$ cat config.mk
export PLATFORM = sky130hd
export DESIGN_NAME = score_argmax
export DESIGN_NICKNAME = d
export VERILOG_FILES = /design/src/rtl/score_argmax.sv
export SDC_FILE = /design/constraint.sdc
export NUM_CORES = 1
export LEC_CHECK = 0
export ABC_CLOCK_PERIOD_IN_PS = 2870
export CELL_PAD_IN_SITES_DETAIL_PLACEMENT = 2
export CELL_PAD_IN_SITES_GLOBAL_PLACEMENT = 2
export CORE_MARGIN = 2
export CORE_UTILIZATION = 30
export DETAILED_ROUTE_END_ITERATION = 8
export GPL_TIMING_DRIVEN = 0
export PLACE_DENSITY = 0.83
export SLEW_MARGIN = 20
export SYNTH_ARGS = -nofsm -noshare
export SYNTH_HDL_FRONTEND = slang
export SYNTH_SLANG_ARGS = --single-unit
$ cat constraint.sdc
create_clock -name clk_i -period 2.87 [get_ports clk_i]
set_input_delay 0.287 -clock clk_i [delete_from_list [all_inputs] [get_ports clk_i]]
set_output_delay 0.287 -clock clk_i [all_outputs]
set_load 0.01 [all_outputs]
$ cat src/rtl/score_argmax.sv
// ---------------------------------------------------------------------------
// score_argmax
//
// Scans a stream of popcount scores from the bit counter and keeps the best
// score, its associative-memory address and the runner-up score. This lets
// the classifier report the winning class and a confidence margin.
// Max mode picks the highest similarity. Min mode picks the lowest Hamming
// distance.
//
// Ports
//   clk_i          in   clock
//   rst_i          in   synchronous active-high reset
//   start_i        in   pulse: begin a new search (aborts any search in flight)
//   mode_min_i     in   sampled with start_i: 1 = minimum, 0 = maximum
//   score_valid_i  in   score_i/addr_i valid this cycle
//   score_i        in   popcount score (SW bits)
//   addr_i         in   AM address the score belongs to
//   busy_o         out  high while searching
//   done_o         out  one-cycle pulse when the result is final
//   best_addr_o    out  address of the winning score
//   best_score_o   out  winning score
//   margin_o       out  |best - second best|
//   count_o        out  scores accepted in the current/last search
// ---------------------------------------------------------------------------
module score_argmax #(
  parameter  int N             = 2048,
  parameter  int AM_ADDR_WIDTH = 13,
  parameter  int NUM_CLASSES   = 26,
  localparam int SW            = $clog2(N + 1),
  localparam int CW            = $clog2(NUM_CLASSES + 1)
) (
  input  logic                     clk_i,
  input  logic                     rst_i,
  input  logic                     start_i,
  input  logic                     mode_min_i,
  input  logic                     score_valid_i,
  input  logic [SW-1:0]            score_i,
  input  logic [AM_ADDR_WIDTH-1:0] addr_i,
  output logic                     busy_o,
  output logic                     done_o,
  output logic [AM_ADDR_WIDTH-1:0] best_addr_o,
  output logic [SW-1:0]            best_score_o,
  output logic [SW-1:0]            margin_o,
  output logic [CW-1:0]            count_o
);

  typedef enum logic [1:0] {
    S_IDLE,
    S_SEARCH,
    S_DONE
  } state_t;

  state_t                   r_state;
  state_t                   w_stateNext;
  logic                     r_modeMin;
  logic [SW-1:0]            r_best;
  logic [SW-1:0]            r_second;
  logic [AM_ADDR_WIDTH-1:0] r_bestAddr;
  logic [CW-1:0]            r_count;

  logic                     w_accept;
  logic                     w_lastScore;
  logic                     w_firstScore;
  logic                     w_beatsBest;
  logic                     w_beatsSecond;
  logic [SW-1:0]            w_initVal;
  logic [SW-1:0]            w_margin;

  // A score only counts while searching. A coincident start_i throws the
  // score away, because the new search must begin from a clean slate.
  assign w_accept     = (r_state == S_SEARCH) && score_valid_i && !start_i;
  assign w_lastScore  = (r_count == CW'(NUM_CLASSES - 1));
  assign w_firstScore = (r_count == '0);

  // The "worst possible" seed is 0 for max mode and N for min mode.
  // Either score in 0..N can then displace it.
  assign w_initVal = mode_min_i ? SW'(N) : '0;

  // Strict comparison against best, so an equal score keeps the address that
  // arrived earlier. Against second, an equal score is allowed in, so that
  // duplicate scores give a margin of zero.
  assign w_beatsBest   = r_modeMin ? (score_i <  r_best)   : (score_i >  r_best);
  assign w_beatsSecond = r_modeMin ? (score_i <= r_second) : (score_i >= r_second);

  // second never beats best, so this subtraction cannot wrap.
  assign w_margin = r_modeMin ? (r_second - r_best) : (r_best - r_second);

  // State register
  always_ff @(posedge clk_i) begin
    if (rst_i) begin
      r_state <= S_IDLE;
    end else begin
      r_state <= w_stateNext;
    end
  end

  // Next-state and status decode. start_i takes priority in every state,
  // so a search can be restarted or aborted at any time.
  always_comb begin
    w_stateNext = r_state;
    busy_o      = 1'b0;
    done_o      = 1'b0;
    unique case (r_state)
      S_IDLE: begin
        w_stateNext = S_IDLE;
      end
      S_SEARCH: begin
        busy_o = 1'b1;
        if (w_accept && w_lastScore) begin
          w_stateNext = S_DONE;
        end
      end
      S_DONE: begin
        done_o      = 1'b1;
        w_stateNext = S_IDLE;
      end
      default: begin
        w_stateNext = S_IDLE;
      end
    endcase
    if (start_i) begin
      w_stateNext = S_SEARCH;
    end
  end

  // Running best/second tracker. The first accepted score always takes the
  // best slot. The seeded second value stays in place so that the margin
  // reads against the worst value until a real runner-up arrives.
  always_ff @(posedge clk_i) begin
    if (rst_i) begin
      r_modeMin  <= 1'b0;
      r_best     <= '0;
      r_second   <= '0;
      r_bestAddr <= '0;
      r_count    <= '0;
    end else if (start_i) begin
      r_modeMin  <= mode_min_i;
      r_best     <= w_initVal;
      r_second   <= w_initVal;
      r_bestAddr <= '0;
      r_count    <= '0;
    end else if (w_accept) begin
      r_count <= r_count + CW'(1);
      if (w_firstScore) begin
        r_best     <= score_i;
        r_bestAddr <= addr_i;
      end else if (w_beatsBest) begin
        r_second   <= r_best;
        r_best     <= score_i;
        r_bestAddr <= addr_i;
      end else if (w_beatsSecond) begin
        r_second <= score_i;
      end
    end
  end

  assign best_addr_o  = r_bestAddr;
  assign best_score_o = r_best;
  assign count_o      = r_count;
  // With a single class there is no runner-up, so the margin is meaningless.
  assign margin_o     = (NUM_CLASSES == 1) ? '0 : w_margin;

endmodule
-- After elaboration in Yosys (flattened, before gate mapping)
Cells that the tools add are included.
- bits in registers: 45
- output and inout port bits: 44
- word-level logic and storage cells: 54
- add/sub/neg operators: 3
- magnitude comparators: 4
- equality and inequality tests: 5
- muxes and demuxes: 20
- bitwise logic cells: 1
- reduce and logical (&&, ||, !) cells: 14
- operator list (cell ; number):
    2-to-1 mux 12 bit ; 11
    2-to-1 mux 13 bit ; 2
    subtractor 12 bit ; 2
    >= comparator 12 bit ; 1
    greater-than comparator 12 bit ; 1
    less-or-equal comparator 12 bit ; 1
    less-than comparator 12 bit ; 1
    2-to-1 mux 1 bit ; 7
    nonzero test 3 bit ; 2
    adder 5 x 1 -> 5 bit, second input constant ; 1
    equality test 5 bit, second input constant ; 1
    zero test 5 bit ; 1
    AND reduction 2 bit ; 2
    nonzero test 2 bit ; 2
    logical AND 1 bit ; 3
    != test 3 x 2 -> 1 bit, second input constant ; 1
    AND reduction 3 bit ; 1
    OR reduction 3 bit ; 1
    equality test 2 x 1 -> 1 bit, second input constant ; 1
    equality test 2 bit, second input constant ; 1
    != test 2 bit, second input constant ; 1
    OR reduction 2 bit ; 1
    zero test 1 bit ; 1
    inverter 1 bit ; 1

-- Depth between registers and ports, before layout
- depth in word-level cells: 7
- depth in mapped cells: 11

-- Worst setup path after synthesis
Ideal clock, no wire load.
- path type: reg2reg
- start: reg r_best[1], in the netlist best_score_o[1]
- end: reg r_bestAddr[10], in the netlist best_addr_o[10]
- data arrival time: 2.595 ns
- required time: 2.742 ns
- path slack: 0.148 ns
- cell stages (with the launch flop): 11
- path buffers: 1
- cell sequence: dfxtp_1 inv_1 ha_1 nor2b_1 o211ai_2 a211oi_1 or4_4 a311oi_4 buf_6 mux2i_1 nor2_1
- longest elaborated chain between the ends: 4
- elaborated cells on any way between the ends: 5
- classes of those cells: order compare: 2; mux: 1; reduce/logical: 2
- ends and longest elaborated chain (item ; line ; source):
    start: declaration ; 56 ; logic [SW-1:0] r_best;
    start signal: assignment ; 138 ; r_best <= w_initVal;
    start signal: assignment ; 145 ; r_best <= score_i;
    start signal: assignment ; 149 ; r_best <= score_i;
    greater-than comparator 12 bit / less-than comparator 12 bit (equally long branches) ; 82 ; assign w_beatsBest = r_modeMin ? (score_i < r_best) : (score_i > r_best);
    2-to-1 mux 1 bit * ; 82 ;
    nonzero test 2 bit (no source line) * ; - ;
    AND reduction 2 bit (no source line) * ; - ;
    end signal: assignment ; 146 ; r_bestAddr <= addr_i;
    end signal: assignment ; 150 ; r_bestAddr <= addr_i;
    end: declaration ; 58 ; logic [AM_ADDR_WIDTH-1:0] r_bestAddr;
Mark *: on every way between the ends. The rest lies on a longest branch, timed or not.
A chain may end at the register's enable or synchronous reset.

-- Worst setup path in the final report
- start: in score_i[3]
- end: reg r_bestAddr[6], in the netlist best_addr_o[6]
- longest elaborated chain between the ends: 4
- elaborated cells on any way between the ends: 5
- classes of those cells: order compare: 2; mux: 1; reduce/logical: 2
- ends and longest elaborated chain (item ; line ; source):
    start: declaration ; 37 ; input logic [SW-1:0] score_i,
    greater-than comparator 12 bit / less-than comparator 12 bit (equally long branches) ; 82 ;
    2-to-1 mux 1 bit * ; 82 ;
    nonzero test 2 bit (no source line) * ; - ;
    AND reduction 2 bit (no source line) * ; - ;
Marked as above.

==> metrics.csv <==
stage,metric,value,unit
critical_path,cp-end-kind,flip-flop,
routing,routed.top_layer,met4,
critical_path,cp-start-kind,input pin,
routing,wl_met2,6.172,mm
clock_network,tritoncts,done,
run_status,run_status,"finished, final reports clean",
global_route,grt_max_degree,16,
timing,max_slew_margin,50.83,%
critical_path,worstRegToRegCells,10,
place,placed_cell_area,0.004250,mm^2
critical_path,cp.arrival,3.03,ns
flow_run,maxCapViolations,0,
critical_path,rrSetupSlack,0.07,ns
routing,detail_route.wl_per_cell,19.90,um
clock_network,clk_latency,0.32,ns
critical_path,critPathKind,input pin to flip-flop,
power_and_ir_drop,power.share.switching,29.92,%
clock_network,numCtsBuffers,5,
power_and_ir_drop,power.switching,0.5059,mW
global_route,grt_pass1_wl,18.43,mm
critical_path,cp_cell_sequence,clkdlybuf4s50_1 > ha_1 > a21oi_1 > a211oi_2 > or4_4 > a311oi_4 > buf_4 > mux2i_1 > nor2_1,
routing,via_count,3265,
power_and_ir_drop,clockPowerShare,36.2,%
cells_and_area,antenna_cells,0,
floorplan,die_area,0.01204,mm^2
floorplan,die_y,109.7,um
routing,wl_met3,679,um
routing,drcViolationCount,0,
routing,wl_met1,5.040,mm
floorplan,core.rowCount,38,
synth,ys.warnings.count,0,
global_route,antenna_found_initial,0,
power_and_ir_drop,powerDensity,360.4,mW/mm^2
floorplan,core_area,0.01089,mm^2
routing,drt_wl_total,12.24,mm
global_route,grtUsageTotal,20.02,%
clock_network,clk_pin_slew_worst_paths,0.10,ns
timing,skew,0.01031,ns
routing,first_pass_iters,4,
timing,maxSlewViolCount,0,
timing,rsz0062_at_grt,yes,
routing,postRouteAntennaNets,0,
synth,synth_nets,469,
critical_path,cpPeakStageDelay,0.55,ns
cells_and_area,multiInputGateArea,0.002429,mm^2
synth,synthesis.area,0.003354,mm^2
routing,viasPerCell,5.309,
cells_and_area,nets,555,
clock_network,clk_root_buffer_cell,clkbuf_8,
cells_and_area,fillers,1212,
timing,fin_crit_sh,98.58,%
timing,setup_viol,0,
clock_network,clock_sinks,45,
floorplan,die_w,109.7,um
clock_network,clk_path_buf_depth,2,
timing,fin_crit,2.829,ns
critical_path,slowest_stage,or4_4,
synth,syn_avg_cell_area,8.646,um^2
synth,synth_edf_count,0,
clock_network,cts_max_level,2,
cells_and_area,ff_latch_area,932.1,um^2
place,hpwl,8.826,mm
cells_and_area,utilization,43.09,%
timing,final_hold_viol_count,0,
floorplan,io-pin-count,74,
power_and_ir_drop,pwr-share-comb,26.0,%
critical_path,crit_fanout,5,
synth,ys_seq_elements,45,
place,io_buffer_count,72,
timing,timing.fmax,0.3535,GHz
global_route,first_global_vias,3517,
synth,async_reset_ff_share,0,%
power_and_ir_drop,internal-power,1.185,mW
hold_path,min_path_cells,3,
hold_path,hold_class,input pin to flip-flop,
routing,drt_iter0_drc,82,
power_and_ir_drop,leakage,1.762,nW
synth,synth_flop_cell,dfxtp_1,
global_route,overflow,0,
power_and_ir_drop,ir_drop,0.2080,mV
cells_and_area,area_growth,39.87,%
synth,synthCells,388,
timing,tightest_slew,0.7376,ns
floorplan,initial_core_util,30.81,%
power_and_ir_drop,seqPwrFrac,37.8,%
place,routabilityCongestion,0.8002,
synth,ys_types,51,
critical_path,critPathRequiredTime,3.07,ns
cells_and_area,drive_above_1_share,17.47,%
synth,ys_seq_area_share,26.86,%
cells_and_area,finalInstanceArea,0.004692,mm^2
## final timing paths
kind,from,endpoint
worst max-delay path,score_i[3],best_addr_o[6]$_SDFFE_PP0P_
worst min-delay path,score_i[1],best_score_o[1]$_SDFFE_PP0P_
worst min register to register,best_addr_o[11]$_SDFFE_PP0P_,best_addr_o[11]$_SDFFE_PP0P_
worst max register to register,best_score_o[1]$_SDFFE_PP0P_,best_addr_o[6]$_SDFFE_PP0P_
## cells by family (layout without fill, tap and decap cells)
family / count (synthesis) / in the layout / share of synthesized area, %
xor gates and xnor gates: 13 / 13 / 3.394
muxes: 37 / 37 / 11.04
AOI/OAI and AO/OA: 93 / 93 / 18.65
and+or+nand+nor: 94 / 94 / 13.95
DFF: 45 / 45 / 26.86
buffers and inverters: 55 / 142 / 6.639
adders and majority gates: 51 / 51 / 19.47
## per-stage QoR
step	std cells	TNS, ns	power, mW	hold slack, ns	setup WS (ns)
final	615	0	1.691	0.3636	0.04075
after detailed placement	600	-14.47	1.050	0.4935	-0.6878
after global placement	600	-11.99	1.035	0.4716	-0.5595
after CTS	608	-0.003523	1.682	0.3872	-0.003523
after global routing	615	-0.5683	1.775	0.4109	-0.09458
after floorplan	388	0	0.8772	0.3561	0.1476
## synthesized netlist by cell type, drive strengths merged (2+ instances only)
cell type | n | share of area [%]
xor2 | 5 | 1.3
and3 | 2 | 0.37
a211oi | 19 | 4.3
and2 | 2 | 0.37
nand2b | 3 | 0.56
o311ai | 2 | 0.75
nand3b | 2 | 0.45
xnor2 | 8 | 2.1
ha | 49 | 18
inv | 35 | 3.9
nand2 | 15 | 1.7
a311oi | 2 | 1.0
nor2 | 33 | 3.7
a41oi | 3 | 0.78
nor3 | 3 | 0.45
o211ai | 3 | 0.82
nor2b | 8 | 1.5
nand4 | 8 | 1.5
a21o | 6 | 1.3
a21oi | 38 | 5.7
clkbuf | 15 | 1.7
o21ai | 8 | 1.2
mux2i | 37 | 11
o22ai | 2 | 0.37
nand3 | 10 | 1.5
a31oi | 2 | 0.37
buf | 5 | 1.0
fa | 2 | 1.2
dfxtp | 45 | 27
nor4 | 2 | 0.37
## layout by cell type (no fill, tap or decap), types with 5 or more instances in the layout
cell type        count
nor2_1              33
clkbuf_8             5
nand3_1              9
nor2b_1              6
inv_1               33
dfxtp_1             32
clkdlybuf4s50_1     61
nand2_1             15
a211oi_1            15
dfxtp_4              6
clkbuf_2             5
buf_4               10
ha_1                44
a21o_1               6
nand4_1              8
xor2_1               5
mux2i_1             36
a21oi_1             35
clkbuf_1             7
xnor2_1              8
dfxtp_2              7
## final cells by class
cell class / count / share of cell area [%]
multi-input combinational: 288 / 51.76
buffer: 17 / 2.053
inverter: 35 / 2.800
clock inverter: 3 / 1.467
timing repair buffer: 82 / 16.85
tap: 140 / 3.733
clock buffer: 5 / 1.467
sequential: 45 / 19.87
## layer usage
layer | up-vias | track usage (%)
li1 | 1555 | -
met1 | 1594 | 22.70
met2 | 92 | 36.73
met3 | 24 | 5.335
met4 | 0 | 5.425
met5 | - | 0
## worst max-delay path: cells and delay by family
kind / cells / cell delay, ns
AO/OA/AOI/OAI: 3 / 0.75
adder cells (fa/ha/maj): 1 / 0.39
buffers and inverters: 2 / 0.75
multiplexers: 1 / 0.22
AND/OR/NAND/NOR: 2 / 0.61
## registers in the layout, indices dropped and copies added, names as in the netlist
register / cells
best_addr_o: 13
best_score_o: 12
count_o: 5
r_modeMin: 1
r_second: 12
r_state: 2
## power groups by stage
stage          Combinational (mW)  Sequential, mW  Clock [mW]
2_1_floorplan               0.219           0.658           0
3_3_place_gp                0.377           0.658           0
3_5_place_dp                0.392           0.658           0
4_1_cts                     0.409           0.643       0.630
5_1_grt                     0.479           0.642       0.655
6_report                    0.439           0.640       0.612
## repair_timing
item | 4_1_cts | 5_1_grt
resized for setup | 52 | 46
setup endpoints to repair | 40 | 38
hold buffers | 0 | 0
setup buffers | 2 | 7
cloned | 0 | 1
pin swaps | 10 | 15
(Power assumes the default switching activity.)
